--- config.mk ---
export PLATFORM = sky130hd
export DESIGN_NAME = sram_arbiter_flat
export DESIGN_NICKNAME = d
export VERILOG_FILES = /design/src/rtl/sram_arbiter_if.sv /design/src/rtl/sram_arbiter.sv /design/src/flat_wrapper.sv
export SDC_FILE = /design/constraint.sdc
export NUM_CORES = 1
export LEC_CHECK = 0
export BUFFER_PORTS_ARGS = -buffer_cell sky130_fd_sc_hd__buf_2
export CAP_MARGIN = 20
export CORE_ASPECT_RATIO = 0.5
export CORE_UTILIZATION = 40
export CTS_BUF_LIST = sky130_fd_sc_hd__clkbuf_2
export DETAILED_ROUTE_END_ITERATION = 10
export PLACE_DENSITY = 0.7
export SYNTH_ARGS = -nofsm -noshare
export SYNTH_HDL_FRONTEND = slang
export SYNTH_SLANG_ARGS = --single-unit
--- constraint.sdc ---
create_clock -name clk -period 3.15 [get_ports clk]
set_input_delay 0.63 -clock clk [delete_from_list [all_inputs] [get_ports clk]]
set_output_delay 0.63 -clock clk [all_outputs]
set_load 0.05 [all_outputs]
--- src/rtl/sram_arbiter_if.sv ---
`default_nettype none
`timescale 1ns/1ps
// ============================================================================
// Module      : sram_arbiter_if
// Description : Fetch-port and load/store-port handshake bundle between the
//               pipeline (master side) and the SRAM arbiter (slave side).
// Revision    : 1.0 - initial release
// ============================================================================
interface sram_arbiter_if;
    // Fetch port (IF stage)
    logic        if_req;
    logic [31:0] if_addr;
    logic [31:0] if_rdata;
    logic        if_ack;
    // Load/store port (MEM stage)
    logic        mem_req;
    logic        mem_we;
    logic [3:0]  mem_sel;
    logic [31:0] mem_addr;
    logic [31:0] mem_wdata;
    logic [31:0] mem_rdata;
    logic        mem_ack;

    modport master (
        output if_req, if_addr,
        output mem_req, mem_we, mem_sel, mem_addr, mem_wdata,
        input  if_rdata, if_ack, mem_rdata, mem_ack
    );

    modport slave (
        input  if_req, if_addr,
        input  mem_req, mem_we, mem_sel, mem_addr, mem_wdata,
        output if_rdata, if_ack, mem_rdata, mem_ack
    );
endinterface
`default_nettype wire

--- src/rtl/sram_arbiter.sv ---
`default_nettype none
`timescale 1ns/1ps
// ============================================================================
// Module      : sram_arbiter
// Description : Shares one single-port SRAM between the fetch port and the
//               load/store port. Each access holds the SRAM for WAIT_CYCLES
//               clocks, then returns data and a one-cycle ack to its owner.
//               Under contention the grant alternates between the ports.
// Revision    : 1.0 - initial release
// ============================================================================
module sram_arbiter #(
    parameter int WAIT_CYCLES = 1
) (
    input  wire logic        clk,
    input  wire logic        rst,            // asynchronous, active low
    sram_arbiter_if.slave    bus,
    output logic             sram_ce_o,
    output logic             sram_we_o,
    output logic [3:0]       sram_sel_o,
    output logic [31:0]      sram_addr_o,
    output logic [31:0]      sram_wdata_o,
    input  wire logic [31:0] sram_rdata_i,
    output logic             stallreq_if_o,
    output logic             stallreq_mem_o,
    output logic [1:0]       grant_o
);

    // Counter value on the edge that completes an access
    localparam logic [3:0] C_LAST_CNT   = 4'(WAIT_CYCLES - 1);
    localparam logic [1:0] C_GRANT_NONE = 2'b00;
    localparam logic [1:0] C_GRANT_IF   = 2'b01;
    localparam logic [1:0] C_GRANT_MEM  = 2'b10;

    typedef enum logic [1:0] {
        S_IDLE    = 2'd0,
        S_IF_ACC  = 2'd1,
        S_MEM_ACC = 2'd2
    } state_t;

    state_t      r_state;
    state_t      w_state_nxt;
    logic [3:0]  r_cnt;
    logic        r_last_mem;
    logic        r_if_ack;
    logic        r_mem_ack;
    logic [31:0] r_if_rdata;
    logic [31:0] r_mem_rdata;
    logic        r_ce;
    logic        r_we;
    logic [3:0]  r_sel;
    logic [31:0] r_addr;
    logic [31:0] r_wdata;
    logic [1:0]  r_grant;

    logic        w_req_if;
    logic        w_req_mem;
    logic        w_grant_if;
    logic        w_grant_mem;
    logic        w_done;

    // A requester acked this cycle is still holding req high; mask it so it
    // is not granted a second time.
    assign w_req_if  = bus.if_req  & ~r_if_ack;
    assign w_req_mem = bus.mem_req & ~r_mem_ack;
    assign w_done    = (r_cnt == C_LAST_CNT);

    // State register
    always_ff @(posedge clk or negedge rst) begin
        if (!rst) begin
            r_state <= S_IDLE;
        end else begin
            r_state <= w_state_nxt;
        end
    end

    // Arbitration and next-state: MEM has priority unless it won last time
    always_comb begin
        w_state_nxt = r_state;
        w_grant_if  = 1'b0;
        w_grant_mem = 1'b0;
        case (r_state)
            S_IDLE: begin
                if (w_req_mem && (!w_req_if || !r_last_mem)) begin
                    w_state_nxt = S_MEM_ACC;
                    w_grant_mem = 1'b1;
                end else if (w_req_if) begin
                    w_state_nxt = S_IF_ACC;
                    w_grant_if  = 1'b1;
                end
            end
            S_IF_ACC, S_MEM_ACC: begin
                if (w_done) begin
                    w_state_nxt = S_IDLE;
                end
            end
            default: w_state_nxt = S_IDLE;
        endcase
    end

    // Access datapath: latch request on grant, count wait cycles, complete
    always_ff @(posedge clk or negedge rst) begin
        if (!rst) begin
            r_cnt       <= 4'd0;
            r_last_mem  <= 1'b0;
            r_if_ack    <= 1'b0;
            r_mem_ack   <= 1'b0;
            r_if_rdata  <= 32'd0;
            r_mem_rdata <= 32'd0;
            r_ce        <= 1'b0;
            r_we        <= 1'b0;
            r_sel       <= 4'd0;
            r_addr      <= 32'd0;
            r_wdata     <= 32'd0;
            r_grant     <= C_GRANT_NONE;
        end else begin
            r_if_ack  <= 1'b0;
            r_mem_ack <= 1'b0;
            if (w_grant_mem) begin
                r_addr     <= bus.mem_addr;
                r_we       <= bus.mem_we;
                r_sel      <= bus.mem_sel;
                r_wdata    <= bus.mem_wdata;
                r_ce       <= 1'b1;
                r_grant    <= C_GRANT_MEM;
                r_cnt      <= 4'd0;
                r_last_mem <= 1'b1;
            end else if (w_grant_if) begin
                // Fetches are always full-word reads
                r_addr     <= bus.if_addr;
                r_we       <= 1'b0;
                r_sel      <= 4'b1111;
                r_ce       <= 1'b1;
                r_grant    <= C_GRANT_IF;
                r_cnt      <= 4'd0;
                r_last_mem <= 1'b0;
            end else if (r_state != S_IDLE) begin
                r_cnt <= r_cnt + 4'd1;
                if (w_done) begin
                    r_ce    <= 1'b0;
                    r_we    <= 1'b0;
                    r_grant <= C_GRANT_NONE;
                    if (r_state == S_IF_ACC) begin
                        r_if_rdata <= sram_rdata_i;
                        r_if_ack   <= 1'b1;
                    end else begin
                        // A store leaves the last load result in place
                        if (!r_we) begin
                            r_mem_rdata <= sram_rdata_i;
                        end
                        r_mem_ack <= 1'b1;
                    end
                end
            end
        end
    end

    assign bus.if_rdata   = r_if_rdata;
    assign bus.if_ack     = r_if_ack;
    assign bus.mem_rdata  = r_mem_rdata;
    assign bus.mem_ack    = r_mem_ack;
    assign sram_ce_o      = r_ce;
    assign sram_we_o      = r_we;
    assign sram_sel_o     = r_sel;
    assign sram_addr_o    = r_addr;
    assign sram_wdata_o   = r_wdata;
    assign grant_o        = r_grant;
    assign stallreq_if_o  = bus.if_req  & ~r_if_ack;
    assign stallreq_mem_o = bus.mem_req & ~r_mem_ack;

endmodule
`default_nettype wire

--- src/flat_wrapper.sv ---
// flat-port wrapper written by rule: the top's interface ports become plain ports
module sram_arbiter_flat 
#(
    parameter int WAIT_CYCLES = 1
)
  (clk, rst, sram_ce_o, sram_we_o, sram_sel_o, sram_addr_o, sram_wdata_o, sram_rdata_i, stallreq_if_o, stallreq_mem_o, grant_o, bus_if_req, bus_if_addr, bus_mem_req, bus_mem_we, bus_mem_sel, bus_mem_addr, bus_mem_wdata, bus_if_rdata, bus_if_ack, bus_mem_rdata, bus_mem_ack);
  sram_arbiter_if bus_i ();
  input  wire logic clk;
  input  wire logic rst;
  output logic sram_ce_o;
  output logic sram_we_o;
  output logic [3:0] sram_sel_o;
  output logic [31:0] sram_addr_o;
  output logic [31:0] sram_wdata_o;
  input  wire logic [31:0] sram_rdata_i;
  output logic stallreq_if_o;
  output logic stallreq_mem_o;
  output logic [1:0] grant_o;
  input wire logic [$bits(bus_i.if_req)-1:0] bus_if_req;
  input wire logic [$bits(bus_i.if_addr)-1:0] bus_if_addr;
  input wire logic [$bits(bus_i.mem_req)-1:0] bus_mem_req;
  input wire logic [$bits(bus_i.mem_we)-1:0] bus_mem_we;
  input wire logic [$bits(bus_i.mem_sel)-1:0] bus_mem_sel;
  input wire logic [$bits(bus_i.mem_addr)-1:0] bus_mem_addr;
  input wire logic [$bits(bus_i.mem_wdata)-1:0] bus_mem_wdata;
  output wire logic [$bits(bus_i.if_rdata)-1:0] bus_if_rdata;
  output wire logic [$bits(bus_i.if_ack)-1:0] bus_if_ack;
  output wire logic [$bits(bus_i.mem_rdata)-1:0] bus_mem_rdata;
  output wire logic [$bits(bus_i.mem_ack)-1:0] bus_mem_ack;
  assign bus_i.if_req = bus_if_req;
  assign bus_i.if_addr = bus_if_addr;
  assign bus_i.mem_req = bus_mem_req;
  assign bus_i.mem_we = bus_mem_we;
  assign bus_i.mem_sel = bus_mem_sel;
  assign bus_i.mem_addr = bus_mem_addr;
  assign bus_i.mem_wdata = bus_mem_wdata;
  assign bus_if_rdata = bus_i.if_rdata;
  assign bus_if_ack = bus_i.if_ack;
  assign bus_mem_rdata = bus_i.mem_rdata;
  assign bus_mem_ack = bus_i.mem_ack;
  sram_arbiter #(.WAIT_CYCLES(WAIT_CYCLES)) u_core (.clk(clk), .rst(rst), .bus(bus_i), .sram_ce_o(sram_ce_o), .sram_we_o(sram_we_o), .sram_sel_o(sram_sel_o), .sram_addr_o(sram_addr_o), .sram_wdata_o(sram_wdata_o), .sram_rdata_i(sram_rdata_i), .stallreq_if_o(stallreq_if_o), .stallreq_mem_o(stallreq_mem_o), .grant_o(grant_o));
endmodule
# Word level (Yosys, flattened, before mapping)
# Index checks and enable logic that the tools add are counted.
# word_totals
ff_bits	145
mem_count	0
elab_cells	78
latch_bits	0
output_inout_bits	140
mem_bits_ro	0
ramBits	0
# classes
shifts	0
div	0
n_mul	0
n_eq_ne	4
magnitude_cmp	0
muxes	37
reduce_logical	15
add_sub_neg	1
bitwise_logic	8
# op_table
operator	n
32-bit two-way mux	2
1-bit two-way mux	23
4-bit two-way mux	5
2-bit two-way mux	6
1-bit NOT	6
6-bit AND reduction	1
3-bit nonzero test	2
5-bit AND reduction	1
4-bit by 1-bit adder with 4-bit output (second input constant)	1
4-bit logical NOT	1
2-bit one-hot mux with 2 select lines	1
2-bit AND reduction	2
2-bit nonzero test	2
3-bit by 1-bit inequality test with 1-bit output (second input constant)	1
1-bit bitwise AND	2
2-bit by 1-bit equality test with 1-bit output (second input constant)	1
2-bit equality test (second input constant)	1
1-bit logical NOT	2
2-bit logical NOT	1
2-bit by 1-bit inequality test with 1-bit output (second input constant)	1
2-bit OR reduction	1
1-bit logical AND	1
1-bit logical OR	1

# Longest topological paths before layout
# Gate-level depths: netlist (run 1).
# logic_depth
depth_word	9
depth_mapped	9
ltp_nobuf	6

# Worst setup path before layout (run 1)
# No wires, ideal clock.
# synth_timing
path_kind	input-to-reg
start	input bus_if_req
end	register u_core.r_addr[10], in the netlist u_core.sram_addr_o[10]
required_time_ns	3.020
path_stages	5
t_arrival_ns	2.167
setup_slack_ns	0.854
cell_sequence	nor2b_1 > o21a_1 > buf_2 > buf_2 > a31oi_1
# synth_between
elab_chain_len	7
elab_cells_between_ends	11
cone_classes	mux: 6; bitwise: 1; reduce/logical: 4
# synth_rtl
element	line	text
start, declared	flat_wrapper.sv:19	input wire logic [$bits(bus_i.if_req)-1:0] bus_if_req;
1-bit bitwise AND (*)	sram_arbiter.sv:63	assign w_req_if = bus.if_req & ~r_if_ack;
1-bit logical NOT	sram_arbiter.sv:83	if (w_req_mem && (!w_req_if || !r_last_mem)) begin
1-bit logical OR	sram_arbiter.sv:83	
1-bit logical AND	sram_arbiter.sv:83	
1-bit two-way mux	sram_arbiter.sv:83	
1-bit two-way mux	sram_arbiter.sv:81	case (r_state)
32-bit two-way mux / 2-bit nonzero test (equally long branches)	--	
end signal, assigned	sram_arbiter.sv:119	r_addr <= bus.mem_addr;
end signal, assigned	sram_arbiter.sv:129	r_addr <= bus.if_addr;
end, declared	sram_arbiter.sv:51	logic [31:0] r_addr;
# Every way passes the cells marked *; elsewhere a longest branch is shown, timed or not.
# A chain may end at the register's enable or synchronous reset.

# Worst setup path in the final report (run 1)
# layout_timing
start	register u_core.r_mem_ack, in the netlist u_core.bus.mem_ack
end	output stallreq_mem_o
# layout_between
elab_chain_len	2
# layout_rtl
element	line	text
start, declared	sram_arbiter.sv:45	logic r_mem_ack;
start signal, assigned	sram_arbiter.sv:106	r_mem_ack <= 1'b0;
start signal, assigned	sram_arbiter.sv:117	r_mem_ack <= 1'b0;
start signal, assigned	sram_arbiter.sv:150	r_mem_ack <= 1'b1;
1-bit NOT	sram_arbiter.sv:168	assign stallreq_mem_o = bus.mem_req & ~r_mem_ack;
1-bit bitwise AND	sram_arbiter.sv:168	
end, declared	flat_wrapper.sv:17	output logic stallreq_mem_o;
# Every way passes these cells.

==> results_dict.tcl, run 1 <==
set metrics [dict create \
    detail-route-antenna-nets 0 \
    via_count 4762 \
    post_route_cells_drive_above_1_share_pct 47.7 \
    setup_violations 0 \
    syn_avg_cell_area_sq_um 11.4 \
    floorplan.die.width_um 174 \
    ys_dominant_reg_cell "sky130_fd_sc_hd__dfrtp_1" \
    cts_repair_resize_count 0 \
    criticalPathCategory "flop to output pin" \
    tritoncts_num_sinks 145 \
    timing.slew.headroom_pct 56.4 \
    grt_overflow_total 0 \
    finalMaxSlewViolations 0 \
    final_period_minus_worst_setup_slack_ns 2.41 \
    layout_commonest_cell "sky130_fd_sc_hd__buf_2" \
    detail_route.vias_per_cell 4.77 \
    ys_ff_latch 145 \
    cts_max_path_bufs 2 \
    grt.total_usage_pct 19.0 \
    hold_viol_final 0 \
    tritoncts_clock_tree "built" \
    die-area_sq_um 15300 \
    avgRoutedWirePerCell_um 14.5 \
    cp-start-kind "flop" \
    cts_made_buffers 17 \
    grt_start_max_net_pins 72 \
    grt_antenna_before_repair 0 \
    globalplace.congestion 0.767 \
    clk-insertion-delay-late_ns 0.66 \
    path_clk_slew_ns 0.24 \
    tns_ns 0 \
    portBuffers 276 \
    die_height_um 88.0 \
    antennaDiodeCount 0 \
    cts_post_setup_buffers_inserted 0 \
    synth_async_sr_flop_share_pct 100 \
    clk_root_buffer_cell "sky130_fd_sc_hd__clkbuf_2" \
    drv_cap 0 \
    setup.worst_path.end_class "output pin" \
    drt_first_pass_iters 4 \
    hold_path_class "input pin to flop" \
    synth_cell_types 31 \
    fillCellCount 1236 \
    r2r_start "u_core.r_state[0]" \
    nets 936 \
    sum_of_net_half_perimeters_after_detailed_placement_um 10300 \
    hold_path_end "u_core.sram_wdata_o[27]" \
    postSynthNetCount 662 \
    critical_path_peak_fanout 6 \
    yosys_warnings 0 \
    route.final.wire_length_um 14500 \
    max_slew.worst_pin.slew_ns 0.654 \
    period_utilization_pct 76.5 \
    area_delta_synth_final_pct 31.3 \
    reg2regPathDepth 4 \
    ff2ff_setup_slack_ns 0.95 \
    post_synth_instance_area_sq_um 5910 \
    start_util_pct 42.3 \
    design.core.area_sq_um 14000 \
    clock-skew-final_ns 0.0569 \
    holdCritStartpoint "bus_mem_wdata[27]" \
    synth-edff-count 0 \
    dr.first_iter.drc_count 222 \
    capture_instance_of_the_worst_register_to_register_path "u_core.bus.mem_rdata[13]" \
    post-route-drc-count 0 \
    critPathLaunch "u_core.bus.mem_ack" \
    highest_count_cells_in_the_layout_ignoring_fill_and_taps "275 x sky130_fd_sc_hd__buf_2, 168 x sky130_fd_sc_hd__nand2_1, 145 x sky130_fd_sc_hd__dfrtp_1, 35 x sky130_fd_sc_hd__nor2_1" \
    io_pins 277 \
    placement_rows 30 \
    hold_depth 3 \
    synth_seq_area_share_pct 61.4 \
    rsz0062_at_grt "false" \
    grt_pass1_wl_um 22800 \
    achievable-frequency_mhz 415 \
    synthesis.instances 520 \
    htree_levels 4 \
    status "completed" \
    worst-endpoint-arrival_ns 1.78 \
    cp.required_ns 2.52 \
    via_count_of_the_first_global_routing_pass 4605 \
]
-- state kept, by name (all words and copies together) (netlist names) --
signal and count:
u_core.bus.if_ack 1, u_core.bus.if_rdata 32, u_core.bus.mem_ack 1, u_core.bus.mem_rdata 32
u_core.grant_o 2, u_core.r_cnt 4, u_core.r_last_mem 1, u_core.r_state 2
u_core.sram_addr_o 32, u_core.sram_ce_o 1, u_core.sram_sel_o 4, u_core.sram_wdata_o 32
u_core.sram_we_o 1
-- layer usage --
metal / wire length (um) / track usage [%] / vias to the layer above / part of all wire, %
li1: - / - / 2275 / -
met1: 6140 / 23.8 / 2305 / 42
met2: 7320 / 32.5 / 155 / 51
met3: 691 / 4.08 / 27 / 4.8
met4: 300 / 8.21 / 0 / 2.1
met5: 0 / 0 / - / 0
-- worst max-delay path, stage by stage (launching register included) --
cell and delay [ns]:
sky130_fd_sc_hd__dfrtp_1 0.45, sky130_fd_sc_hd__nor2b_1 0.35, sky130_fd_sc_hd__buf_2 0.36
-- worst max-delay path by stage --
| stage | endpoint | slack (ns) | cells after the start |
|---|---|---|---|
| after floorplan | u_core.sram_addr_o[10] | 0.85 | 5 |
| after global placement | u_core.sram_addr_o[0] | 0.88 | 6 |
| after detailed placement | u_core.sram_addr_o[19] | 0.84 | 6 |
| after CTS | stallreq_mem_o | 0.71 | 2 |
| after global routing | stallreq_mem_o | 0.63 | 2 |
| final | stallreq_mem_o | 0.74 | 2 |
-- synth_stat cells (all sizes together) (2+ instances only) --
library cell | count | area, sq um
nand3 | 4 | 20.0
buf | 21 | 131
nor2 | 35 | 131
ha | 5 | 62.6
nor3 | 2 | 10.0
a31oi | 33 | 206
nor2b | 3 | 18.8
inv | 6 | 22.5
o22a | 2 | 17.5
dfrtp | 145 | 3630
o22ai | 2 | 12.5
clkbuf | 11 | 41.3
nand2 | 168 | 631
and3 | 2 | 12.5
a22o | 2 | 17.5
o31ai | 2 | 15.0
a21o | 3 | 22.5
o21ai | 2 | 10.0
mux2 | 64 | 833
-- stage by stage --
stage          setup slack (ns)  area, sq um  util [%]  hold slack [ns]  instances
2_1_floorplan             0.854         5910         -            0.334        520
3_3_place_gp              0.878         7480      53.6            0.454        965
3_5_place_dp              0.839         7480      53.6            0.457        965
4_1_cts                   0.712         7760      55.5           0.0544        998
5_1_grt                   0.632         7760      55.6           0.0354        999
6_report                  0.742         7760      55.6            0.136        999
-- cells by family after synthesis --
| kind of cell | synth area share (%) |
|---|---|
| buffers and inverters | 3.30 |
| multiplexers | 14.1 |
| AND/OR/NAND/NOR | 14.5 |
| AO/OA/AOI/OAI | 5.55 |
| XOR/XNOR | 0.148 |
| adder cells (fa/ha/maj) | 1.06 |
| flip-flops | 61.4 |
-- layout make-up --
| cell class | count | area, sq um | area share (%) |
|---|---|---|---|
| Sequential cell | 145 | 3630 | 46.8 |
| Multi-Input combinational cell | 337 | 2100 | 27.0 |
| Timing Repair Buffer | 287 | 1510 | 19.4 |
| Tap cell | 192 | 240 | 3.10 |
| Clock inverter | 14 | 176 | 2.27 |
| Clock buffer | 18 | 90.1 | 1.16 |
| Inverter | 6 | 22.5 | 0.290 |
-- what timing repair did --
item	CTS	global route
hold endpoints to repair	68	0
setup endpoints to repair	0	0
hold buffers	1	0
Power of run 1 is left out: the tool's default activity adds up to more than one toggle a clock period on the data nets, which glitch-free logic cannot reach.
==> run 2, diff against run 1 <==
--- a/config.mk
+++ b/config.mk
@@ -11,7 +11,7 @@
 export CORE_UTILIZATION = 40
 export CTS_BUF_LIST = sky130_fd_sc_hd__clkbuf_2
 export DETAILED_ROUTE_END_ITERATION = 10
-export PLACE_DENSITY = 0.7
+export PLACE_DENSITY = 0.73
 export SYNTH_ARGS = -nofsm -noshare
 export SYNTH_HDL_FRONTEND = slang
 export SYNTH_SLANG_ARGS = --single-unit
==> constraint.sdc (replaced) <==
create_clock -name clk -period 2.1 [get_ports clk]
set_input_delay 0.42 -clock clk [delete_from_list [all_inputs] [get_ports clk]]
set_output_delay 0.42 -clock clk [all_outputs]
set_load 0.05 [all_outputs]
==> run 2 against run 1 <==
  * Sequential cell count is the same
  * Sequential share of layout area decreased by 7.4 points
  * Utilization increased by 10 points
  * Setup slack lost 0.61 ns
  * First-iteration DRC count fell by 13%
  * Critical path depth did not move
==> results_dict.tcl, run 2 (synthesis results as in run 1) <==
set metrics [dict create \
    avgRoutedWirePerCell_um 15.3 \
    setup.worst_path.end_class "output pin" \
    start_util_pct 42.3 \
    post-route-drc-count 0 \
    max_slew.worst_pin.slew_ns 1.04 \
    detail_route.vias_per_cell 4.87 \
    hold_depth 4 \
    globalplace.congestion 0.813 \
    route.final.wire_length_um 17400 \
    criticalPathCategory "flop to output pin" \
    layout_commonest_cell "sky130_fd_sc_hd__buf_2" \
    critical_path.slowest_cell "sky130_fd_sc_hd__dfrtp_1" \
    detail_route.wirelength.met1_um 6650 \
    detail-route-antenna-nets 0 \
    io_pins 277 \
    area_delta_synth_final_pct 55.8 \
    crit_path_max_incr_delay_ns 0.49 \
    grt.total_usage_pct 22.6 \
    grt_antenna_before_repair 1 \
    hold_ws_ns 0.221 \
    topRoutingLayerUsed "met4" \
    cell_area_placed_sq_um 7580 \
    hold_path_class "input pin to flop" \
    clk-insertion-delay-late_ns 0.67 \
    drv_cap 0 \
    setup_violations 0 \
    multi_input_comb_area_sq_um 2110 \
    floorplan.die.width_um 174 \
    r2r_start "u_core.r_state[0]" \
    design.core.area_sq_um 14000 \
    irDropWorstVdd_mv 0.959 \
    p_leak_uw 0.00474 \
    power_density_nw_per_um2 1810 \
    achievable-frequency_mhz 508 \
    post_layout_instance_area_sq_um 9210 \
    grt_start_max_net_pins 69 \
    via_count 5529 \
    rsz0062_at_grt "false" \
    path_clk_slew_ns 0.22 \
    tns_ns 0 \
    via_count_of_the_first_global_routing_pass 5568 \
    placement_rows 30 \
    critical_path_peak_fanout 5 \
    dr.first_iter.drc_count 194 \
    final_period_minus_worst_setup_slack_ns 1.97 \
    hold_viol_final 0 \
    clock-skew-final_ns 0.0419 \
    timing.critical_path.cells "nor2b_4, buf_4" \
    met3RoutedLength_um 807 \
    die-area_sq_um 15300 \
    period_utilization_pct 93.7 \
    hold_path_end "u_core.r_last_mem" \
    tritoncts_num_sinks 145 \
    holdCritStartpoint "bus_if_req" \
    grt_pass1_wl_um 26900 \
    clk_root_buffer_cell "sky130_fd_sc_hd__clkbuf_2" \
    grt_overflow_total 0 \
    sum_of_net_half_perimeters_after_detailed_placement_um 10100 \
    cts_max_path_bufs 2 \
    cts_post_setup_buffers_inserted 0 \
    htree_levels 4 \
    post_route_cells_drive_above_1_share_pct 41.3 \
    ff2ff_setup_slack_ns 0.19 \
    cts_made_buffers 17 \
    seq_area_sq_um 3630 \
    cp-start-kind "flop" \
    timing.slew.headroom_pct 30.0 \
    portBuffers 276 \
    status "completed" \
    finalMaxSlewViolations 0 \
    final_util_pct 66.0 \
    power.total_uw 16700 \
    die_height_um 88.0 \
    drt_first_pass_iters 6 \
    cp.required_ns 1.68 \
    highest_count_cells_in_the_layout_ignoring_fill_and_taps "273 x sky130_fd_sc_hd__buf_2, 168 x sky130_fd_sc_hd__nand2_1, 145 x sky130_fd_sc_hd__dfrtp_1, 134 x sky130_fd_sc_hd__dlygate4sd3_1, 35 x sky130_fd_sc_hd__nor2_1" \
    capture_instance_of_the_worst_register_to_register_path "u_core.bus.mem_rdata[17]" \
    worst-endpoint-arrival_ns 1.55 \
    fillCellCount 1045 \
    nets 1071 \
    tritoncts_clock_tree "built" \
    reg2regPathDepth 5 \
    met2RoutedLength_um 9270 \
]
run 2: cell count changes in the layout (fill, tap and decap cells not counted), sizes merged:
| cell | change |
|---|---|
| clkinv | -2 |
| clkbuf | -2 |
| dlygate4sd3 | +133 |
| clkinvlp | +2 |
| diode | +3 |
| buf | +3 |
run 2: report_power, final:
part	switching, uW	leakage (uW)	internal [uW]
sequential	760	0.00172	4150
combinational	7080	0.00287	2950
clock	1080	0.000150	680
total	8910	0.00474	7790
run 2: routing by layer:
layer	GRT usage (%)	vias to the layer above
met5	0	-
met4	12.4	0
met3	4.90	63
met2	42.0	236
met1	24.7	2684
li1	-	2546
run 2: final cells by class:
class	count	share of cell area [%]
Clock inverter	14	1.97
Clock buffer	17	0.924
Timing Repair Buffer	422	31.9
Inverter	6	0.244
Sequential cell	145	39.4
Antenna cell	3	0.0815
Multi-Input combinational cell	337	22.9
Tap cell	192	2.61
run 2: worst max-delay path by stage:
stage	startpoint	endpoint	cells past startpoint
after floorplan	u_core.bus.if_ack	u_core.sram_addr_o[10]	5
after global placement	u_core.r_state[0]	u_core.bus.mem_rdata[29]	5
after detailed placement	u_core.r_state[0]	u_core.bus.mem_rdata[23]	5
after CTS	u_core.bus.if_ack	stallreq_if_o	2
after global routing	u_core.bus.if_ack	stallreq_if_o	2
final	u_core.bus.if_ack	stallreq_if_o	2
run 2: critical path, delay by kind of cell (launching register included):
family                 cells  cell delay, ns
AND/OR/NAND/NOR            1            0.18
buffers and inverters      1            0.22
flip-flops                 1            0.49
run 2: per-stage QoR:
stage / cells / setup WS (ns)
2_1_floorplan: 520 / 0.131
3_3_place_gp: 968 / 0.282
3_5_place_dp: 968 / 0.238
4_1_cts: 1133 / 0.0206
5_1_grt: 1134 / 0.0236
6_report: 1136 / 0.133
run 2: what timing repair did:
action / 4_1_cts / 5_1_grt
gates resized for setup: 3 / 2
hold buffers: 134 / 0
endpoints found under the hold margin: 256 / 0
endpoints found under the setup margin: 2 / 2
Power figures use the tool's default switching activity.
==> run 3, diff against run 2 <==
--- a/config.mk
+++ b/config.mk
@@ -5,13 +5,12 @@
 export SDC_FILE = /design/constraint.sdc
 export NUM_CORES = 1
 export LEC_CHECK = 0
-export BUFFER_PORTS_ARGS = -buffer_cell sky130_fd_sc_hd__buf_2
 export CAP_MARGIN = 20
 export CORE_ASPECT_RATIO = 0.5
 export CORE_UTILIZATION = 40
 export CTS_BUF_LIST = sky130_fd_sc_hd__clkbuf_2
 export DETAILED_ROUTE_END_ITERATION = 10
-export PLACE_DENSITY = 0.73
+export DONT_BUFFER_PORTS = 1
 export SYNTH_ARGS = -nofsm -noshare
 export SYNTH_HDL_FRONTEND = slang
 export SYNTH_SLANG_ARGS = --single-unit
==> run 3 against run 2 <==
  * The flow now finishes with violations (negative hold slack)
  * Sequential share of layout area up 7.3 points
  * Utilization is 10 points lower
  * Cell count shrank 24%
  * Largest cell class unchanged
  * Die area did not move
  * Routed wire length fell by 15%
  * Via count shrank 21%
  * Cell area down 16%
  * Critical path depth grew 4
  * First-iteration DRC count grew 15%
  * Worst hold slack worse by 0.79 ns
==> results_dict.tcl, run 3 (synthesis results as in run 1) <==
set metrics [dict create \
    final_util_pct 55.7 \
    worstPathBufferInverterCount 2 \
    ff2ff_setup_slack_ns 0.18 \
    floorplan.die.width_um 174 \
    post_route_cells_drive_above_1_share_pct 17.8 \
    nets 800 \
    capture_instance_of_the_worst_register_to_register_path "u_core.bus.if_rdata[8]" \
    portBuffers 0 \
    cts_made_buffers 17 \
    highest_count_cells_in_the_layout_ignoring_fill_and_taps "168 x sky130_fd_sc_hd__nand2_1, 145 x sky130_fd_sc_hd__dfrtp_1, 133 x sky130_fd_sc_hd__dlygate4sd3_1, 35 x sky130_fd_sc_hd__nor2_1" \
    period_utilization_pct 91.5 \
    post-route-drc-count 0 \
    r2r_start "u_core.r_cnt[0]" \
    final_period_minus_worst_setup_slack_ns 1.92 \
    grt.total_usage_pct 19.1 \
    globalplace.congestion 0.727 \
    clock-skew-final_ns 0.0439 \
    max_slew.worst_pin.slew_ns 0.554 \
    cp_top_family "simple AND/OR/NAND/NOR gates" \
    crit_path_max_incr_delay_ns 0.47 \
    detail_route.vias_per_cell 5.05 \
    hold_viol_final 145 \
    route.final.wire_length_um 14800 \
    rsz0062_at_grt "false" \
    clk_root_buffer_cell "sky130_fd_sc_hd__clkbuf_2" \
    setup_violations 0 \
    drt_first_pass_iters 4 \
    path_clk_slew_ns 0.22 \
    grt_pass1_wl_um 23100 \
    via_count 4354 \
    critical_path_peak_fanout 32 \
    via_count_of_the_first_global_routing_pass 4550 \
    timing.slew.headroom_pct 63.1 \
    design.core.area_sq_um 14000 \
    start_util_pct 42.3 \
    die-area_sq_um 15300 \
    timing.critical_path.cells "inv_1, ha_1, nor3b_1, and2_1, buf_12, mux2_2" \
    tritoncts_num_sinks 145 \
    grt_antenna_before_repair 0 \
    failing_checks "negative hold slack" \
    die_height_um 88.0 \
    avgRoutedWirePerCell_um 17.2 \
    numPlacedInstances 697 \
    layout_commonest_cell "sky130_fd_sc_hd__nand2_1" \
    layoutNonFillerInstCount 862 \
    sum_of_net_half_perimeters_after_detailed_placement_um 8860 \
    grt_overflow_total 0 \
    cp-start-kind "flop" \
    critical_path.slowest_cell "sky130_fd_sc_hd__dfrtp_1" \
    dr.first_iter.drc_count 223 \
    tns_ns 0 \
    htree_levels 4 \
    placement_rows 30 \
    cts_max_path_bufs 2 \
    tritoncts_clock_tree "built" \
    criticalPathCategory "flop to flop" \
    grt_start_max_net_pins 146 \
    status "finished, violations left" \
    clk-insertion-delay-late_ns 0.65 \
    reg2regPathDepth 6 \
    area_delta_synth_final_pct 31.6 \
    worst-endpoint-arrival_ns 2.44 \
    hold_path_class "input pin to async pin" \
    cts_hold_fix_bufs 133 \
    antennaDiodeCount 0 \
    finalMaxSlewViolations 0 \
    achievable-frequency_mhz 520 \
    drv_cap 0 \
    cp.required_ns 2.62 \
    detail-route-antenna-nets 0 \
    hold_ws_ns -0.570 \
    cp_num_cells 6 \
    setup.worst_path.end_class "flop" \
    io_pins 277 \
]
## run 3: cell count changes in the layout (fill, tap and decap cells not counted), moves of 2 or more
| cell | delta |
|---|---|
| sky130_fd_sc_hd__buf_12 | -4 |
| sky130_fd_sc_hd__buf_2 | -273 |
| sky130_fd_sc_hd__buf_4 | +7 |
| sky130_fd_sc_hd__clkinv_2 | +3 |
| sky130_fd_sc_hd__diode_2 | -3 |
| sky130_fd_sc_hd__inv_6 | -2 |
## run 3: stage by stage
stage / hold slack (ns) / instance area [sq um] / setup slack [ns]
final: -0.570 / 7780 / 0.178
after global routing: -0.697 / 7780 / 0.0103
after CTS: -0.680 / 7760 / 0.0205
after detailed placement: 0.126 / 6180 / 0.170
after global placement: 0.127 / 6180 / 0.281
after floorplan: 0.124 / 5920 / 0.131
## run 3: timing repair
item	CTS	global route
resized for setup	0	3
endpoints found under the hold margin	278	145
buffers inserted	0	1
endpoints found under the setup margin	0	2
## run 3: routing by layer
layer,routed length (um),track usage (%),vias up,share of wire [%]
met2,7410,33.5,203,50
li1,-,-,2001,-
met4,378,7.89,0,2.5
met1,5990,22.1,2113,40
met3,1060,6.25,37,7.1
met5,0,0,-,0
## run 3: worst max path at each step
stage,from,end,slack [ns]
global placement,u_core.r_cnt[0],u_core.bus.mem_rdata[23],0.28
detailed placement,u_core.r_cnt[0],u_core.bus.if_rdata[13],0.17
finish,u_core.r_cnt[0],u_core.bus.if_rdata[8],0.18
global route,u_core.r_cnt[1],u_core.bus.if_rdata[8],0.01
floorplan,u_core.bus.if_ack,u_core.sram_addr_o[10],0.13
CTS,u_core.bus.mem_ack,stallreq_mem_o,0.02
## run 3: layout make-up
| type | instances | area [sq um] |
|---|---|---|
| clock buffers | 18 | 90.1 |
| multi-input cells | 337 | 2110 |
| fillers | 1141 | 6180 |
| well taps | 192 | 240 |
| inverters | 6 | 22.5 |
| flip-flops and latches | 145 | 3630 |
| clock inverters | 13 | 160 |
| repair buffers | 151 | 1530 |
Power of run 3 is left out for the same reason.
